`config.mk`:
```
export PLATFORM = sky130hd
export DESIGN_NAME = avalon_reg_sequencer
export DESIGN_NICKNAME = d
export VERILOG_FILES = /design/src/rtl/avalon_reg_sequencer.sv
export SDC_FILE = /design/constraint.sdc
export NUM_CORES = 1
export LEC_CHECK = 0
export CORE_AREA = 2 2 87 89
export DETAILED_ROUTE_END_ITERATION = 6
export DIE_AREA = 0 0 89 91
export DONT_BUFFER_PORTS = 1
export MAX_ROUTING_LAYER = met4
export PLACE_DENSITY = 0.77
export SETUP_SLACK_MARGIN = 0.2
export SYNTH_ARGS = -nofsm -noshare
export SYNTH_HDL_FRONTEND = slang
export SYNTH_SLANG_ARGS = --single-unit
```
`constraint.sdc`:
```
create_clock -name clk -period 3.5 [get_ports clk]
set_clock_uncertainty 0.1 [all_clocks]
set_input_delay 1.05 -clock clk [delete_from_list [all_inputs] [get_ports clk]]
set_output_delay 1.05 -clock clk [all_outputs]
set_load 0.02 [all_outputs]
```
`src/rtl/avalon_reg_sequencer.sv`:
```
// Two-requester round-robin front end that turns single register accesses
// into Avalon-MM strobes and returns a one-cycle completion per request.
module avalon_reg_sequencer #(
  parameter int ADDR_W       = 2,
  parameter int READ_LATENCY = 1
) (
  input  logic              clk,
  input  logic              reset_n,
  input  logic              req0_valid,
  input  logic              req0_write,
  input  logic [ADDR_W-1:0] req0_addr,
  input  logic [31:0]       req0_wdata,
  input  logic [3:0]        req0_be,
  output logic              req0_ready,
  output logic              rsp0_valid,
  output logic [31:0]       rsp0_rdata,
  input  logic              req1_valid,
  input  logic              req1_write,
  input  logic [ADDR_W-1:0] req1_addr,
  input  logic [31:0]       req1_wdata,
  input  logic [3:0]        req1_be,
  output logic              req1_ready,
  output logic              rsp1_valid,
  output logic [31:0]       rsp1_rdata,
  output logic              av_chipselect,
  output logic              av_write,
  output logic              av_read,
  output logic [ADDR_W-1:0] av_address,
  output logic [3:0]        av_byteenable,
  output logic [31:0]       av_writedata,
  input  logic [31:0]       av_readdata,
  output logic              busy
);

  typedef enum logic [1:0] {IDLE, STROBE, WAIT, RESP} state_t;

  localparam logic [2:0] LAT = 3'(READ_LATENCY);

  state_t     state, state_nxt;
  logic       ptr;
  logic [2:0] cnt;
  logic       cap_write;
  logic       cap_id;
  logic       gnt1;
  logic       accept;

  always_ff @(posedge clk) begin
    if (!reset_n) state <= IDLE;
    else          state <= state_nxt;
  end

  // Grant goes to the lone valid requester, or to the pointer on a tie.
  always_comb begin
    gnt1          = req1_valid && (!req0_valid || ptr);
    accept        = (state == IDLE) && reset_n && (req0_valid || req1_valid);
    state_nxt     = state;
    req0_ready    = 1'b0;
    req1_ready    = 1'b0;
    av_chipselect = 1'b0;
    av_write      = 1'b0;
    av_read       = 1'b0;
    rsp0_valid    = 1'b0;
    rsp1_valid    = 1'b0;
    busy          = (state != IDLE);
    case (state)
      IDLE: begin
        if (accept) begin
          req0_ready = !gnt1;
          req1_ready = gnt1;
          state_nxt  = STROBE;
        end
      end
      STROBE: begin
        av_chipselect = 1'b1;
        av_write      = cap_write;
        av_read       = !cap_write;
        state_nxt     = cap_write ? RESP : WAIT;
      end
      WAIT: begin
        if (cnt == LAT) state_nxt = RESP;
      end
      RESP: begin
        rsp0_valid = !cap_id;
        rsp1_valid = cap_id;
        state_nxt  = IDLE;
      end
      default: state_nxt = IDLE;
    endcase
  end

  // Captured request drives the Avalon bus directly; results land in the
  // per-requester rdata register on the edge entering RESP.
  always_ff @(posedge clk) begin
    if (!reset_n) begin
      ptr           <= 1'b0;
      cnt           <= 3'd0;
      cap_write     <= 1'b0;
      cap_id        <= 1'b0;
      av_address    <= '0;
      av_byteenable <= 4'h0;
      av_writedata  <= 32'h0;
      rsp0_rdata    <= 32'h0;
      rsp1_rdata    <= 32'h0;
    end else begin
      if (accept) begin
        cap_id <= gnt1;
        ptr    <= !gnt1;
        if (gnt1) begin
          cap_write     <= req1_write;
          av_address    <= req1_addr;
          av_writedata  <= req1_wdata;
          av_byteenable <= req1_write ? req1_be : 4'hF;
        end else begin
          cap_write     <= req0_write;
          av_address    <= req0_addr;
          av_writedata  <= req0_wdata;
          av_byteenable <= req0_write ? req0_be : 4'hF;
        end
      end
      case (state)
        STROBE: begin
          if (cap_write) begin
            if (cap_id) rsp1_rdata <= 32'h0;
            else        rsp0_rdata <= 32'h0;
          end else begin
            cnt <= 3'd1;
          end
        end
        WAIT: begin
          if (cnt == LAT) begin
            cnt <= 3'd0;
            if (cap_id) rsp1_rdata <= av_readdata;
            else        rsp0_rdata <= av_readdata;
          end else begin
            cnt <= cnt + 3'd1;
          end
        end
        default: ;
      endcase
    end
  end

endmodule

```
==> results.yml <==
run_status:
  status: "completed"
clock_network:
  clock_sinks: 110
  cts_buffers: 9
  ctsRootBufferMaster: "clkbuf_8"
  ctsResizeCount: 0
  clock_path_buffers: 2
  clock_latency_ns: 0.35
  tritoncts: "done"
  post-cts-setup-buffer-count: 0
  clk_pin_slew_ns: 0.09
  htreeDepth: 3
  cts.hold.buffers_added: 0
detailed_routing:
  wl_per_cell_um: 19.5
  drt_iter0_drc: 207
  first_pass_iters: 6
  vias: 3360
  via_per_inst: 6.18
  wirelength_um: 10600
  drc_errors: 0
  final_antenna_net_count: 0
cells_and_area:
  fin_area_um2: 4610
  drive_gt1_share_pct: 6.97
  nNetsFinal: 561
  syn2layout_area_growth_pct: 5.16
  diodes: 0
  nFillCells: 609
global_routing:
  grt_max_degree: 111
  antenna_found_initial: 0
  grt-ovfl-total: 0
  grt_pass1_wl_um: 15700
  grt_pass1_vias: 3303
  grt_use_total_pct: 25.3
placed_design:
  placed_area_um2: 4390
  hpwl_um: 7500
  port_buffers: 0
  place_congestion: 0.754
logic_synthesis:
  synth.avg_cell_area_um2: 9.49
  yosysWarnings: 0
  synth_area_um2: 4390
  yosysSeqAreaShare_pct: 50.2
  syn-num-nets: 582
  syn_inst: 462
  ys_ff_latch: 110
  yosysUniqueCellTypes: 31
timing:
  fmax_mhz: 356
  slew_headroom_pct: 36.9
  setup_tns_ns: 0
  rsz0062_at_grt: "false"
  period_share_pct: 80.3
  fin_crit_ns: 2.81
  setup_viol: 0
  hold_violations: 0
  finalMaxSlewViolations: 0
  tightest_slew_ns: 0.946
power_and_ir_drop:
  power.density_nw_per_um2: 731
  p_leak_nw: 1.76
  ir_drop_mv: 0.352
floorplan:
  die_y_um: 91
  dieArea_um2: 8100
  core_area_um2: 7140
  start_util_pct: 61.4
  fp.dieW_um: 89
  rows: 31
  io_pins: 224
setup_path:
  worstSetupEndpointType: "primary output"
  crit_type: "reg -> out"
  arrival_ns: 1.66
  required_ns: 2.35
  crit_fanout: 5
  cp-start-kind: "flip-flop"
hold_path:
  hold_class: "reg -> reg"
job:
  cap_violations: 0
[area by class of cell]
type / count / area, um2 / area share (%)
Clock buffer: 10 / 138 / 2.98
Clock inverter: 5 / 81.3 / 1.76
Inverter: 7 / 26.3 / 0.570
Multi-Input combinational cell: 307 / 2000 / 43.3
Sequential cell: 110 / 2200 / 47.7
Tap cell: 99 / 124 / 2.69
Timing Repair Buffer: 6 / 45.0 / 0.977
[worst paths after layout]
path         startpoint             end  slack [ns]  cells past startpoint
max            state[0]      req1_ready        0.69                      4
min              cnt[0]          cnt[0]        0.41                      2
max reg2reg    state[1]  rsp1_rdata[26]        1.04                      5
min reg2reg      cnt[0]          cnt[0]        0.41                      2
[cell usage after synthesis]
cell,number,area share [%]
dfxtp_1,110,50
nand2_1,84,7.2
mux2i_1,66,15
nand3_1,40,4.6
clkbuf_1,24,2.1
a21oi_1,23,2.6
nor2_1,23,2.0
a222oi_1,18,4.1
a22oi_1,16,2.7
o21ai_0,8,0.91
inv_1,7,0.60
buf_2,6,0.68
ha_1,6,1.7
buf_4,4,0.68
o22ai_1,4,0.57
and2_1,3,0.43
buf_6,3,0.77
a31o_2,2,0.40
nor2b_1,2,0.29
or3b_2,2,0.40
a211o_1,1,0.20
a21bo_2,1,0.23
a21oi_2,1,0.20
and3_1,1,0.14
buf_1,1,0.086
nand2b_1,1,0.14
nor3_2,1,0.23
nor3b_2,1,0.29
o21ai_1,1,0.11
o2bb2ai_1,1,0.20
o32ai_1,1,0.20
[power breakdown]
| part | total [mW] | switching (mW) | leakage (nW) | internal [mW] |
|---|---|---|---|---|
| clock | 0.827 | 0.406 | 0.109 | 0.420 |
| sequential | 1.63 | 0.245 | 0.893 | 1.39 |
| combinational | 0.914 | 0.549 | 0.762 | 0.365 |
| total | 3.37 | 1.20 | 1.76 | 2.17 |
[critical path, cell delays in order (launching register included)]
cell and delay, ns:
dfxtp_1 0.36, inv_1 0.14, ha_1 0.27, and2_1 0.22, and3_1 0.33
[sequential cells by signal (all words and copies together), names as in the netlist]
name	flops
av_address	2
av_byteenable	4
av_writedata	32
cap_id	1
cap_write	1
cnt	3
ptr	1
rsp0_rdata	32
rsp1_rdata	32
state	2
[layer usage]
| metal | vias up | GRT usage (%) | part of all wire, % |
|---|---|---|---|
| li1 | 1582 | - | - |
| met1 | 1584 | 28.1 | 35 |
| met2 | 172 | 42.5 | 52 |
| met3 | 22 | 7.00 | 11 |
| met4 | 0 | 9.70 | 2.4 |
| met5 | - | - | 0 |
[metrics by stage]
stage | cells | util (%) | setup WS (ns) | power [mW] | hold slack (ns)
finish | 544 | 64.6 | 0.690 | 3.37 | 0.406
global route | 544 | 64.6 | 0.555 | 3.54 | 0.418
CTS | 544 | 64.6 | 0.655 | 3.40 | 0.405
detailed placement | 529 | 61.6 | 0.799 | 2.58 | 0.389
global placement | 529 | 61.6 | 0.803 | 2.55 | 0.368
floorplan | 462 | - | 0.390 | 2.44 | 0.355
[layout by cell type (no fill, tap or decap), drive strengths merged, types with 2 or more instances in the layout]
cell type,netlist,final
nor2,23,23
nor2b,2,2
o21ai,9,9
or3b,2,2
o22ai,4,4
clkbuf,24,10
bufinv,0,2
a22oi,16,16
a31o,2,2
and2,3,3
dfxtp,110,110
a222oi,18,18
nand3,40,40
buf,14,6
inv,7,8
mux2i,66,66
ha,6,6
a21oi,24,24
nand2,84,84
[kinds of logic (layout without fill, tap and decap cells)]
kind of cell | Yosys count | after routing | share of synthesized area, %
buffers and inverters | 45 | 28 | 4.88
AOI/OAI and AO/OA | 77 | 77 | 12.5
DFF | 110 | 110 | 50.2
and+or+nand+nor | 158 | 158 | 15.6
adders and majority gates | 6 | 6 | 1.71
muxes | 66 | 66 | 15.1
Power figures use the tool's default switching activity.
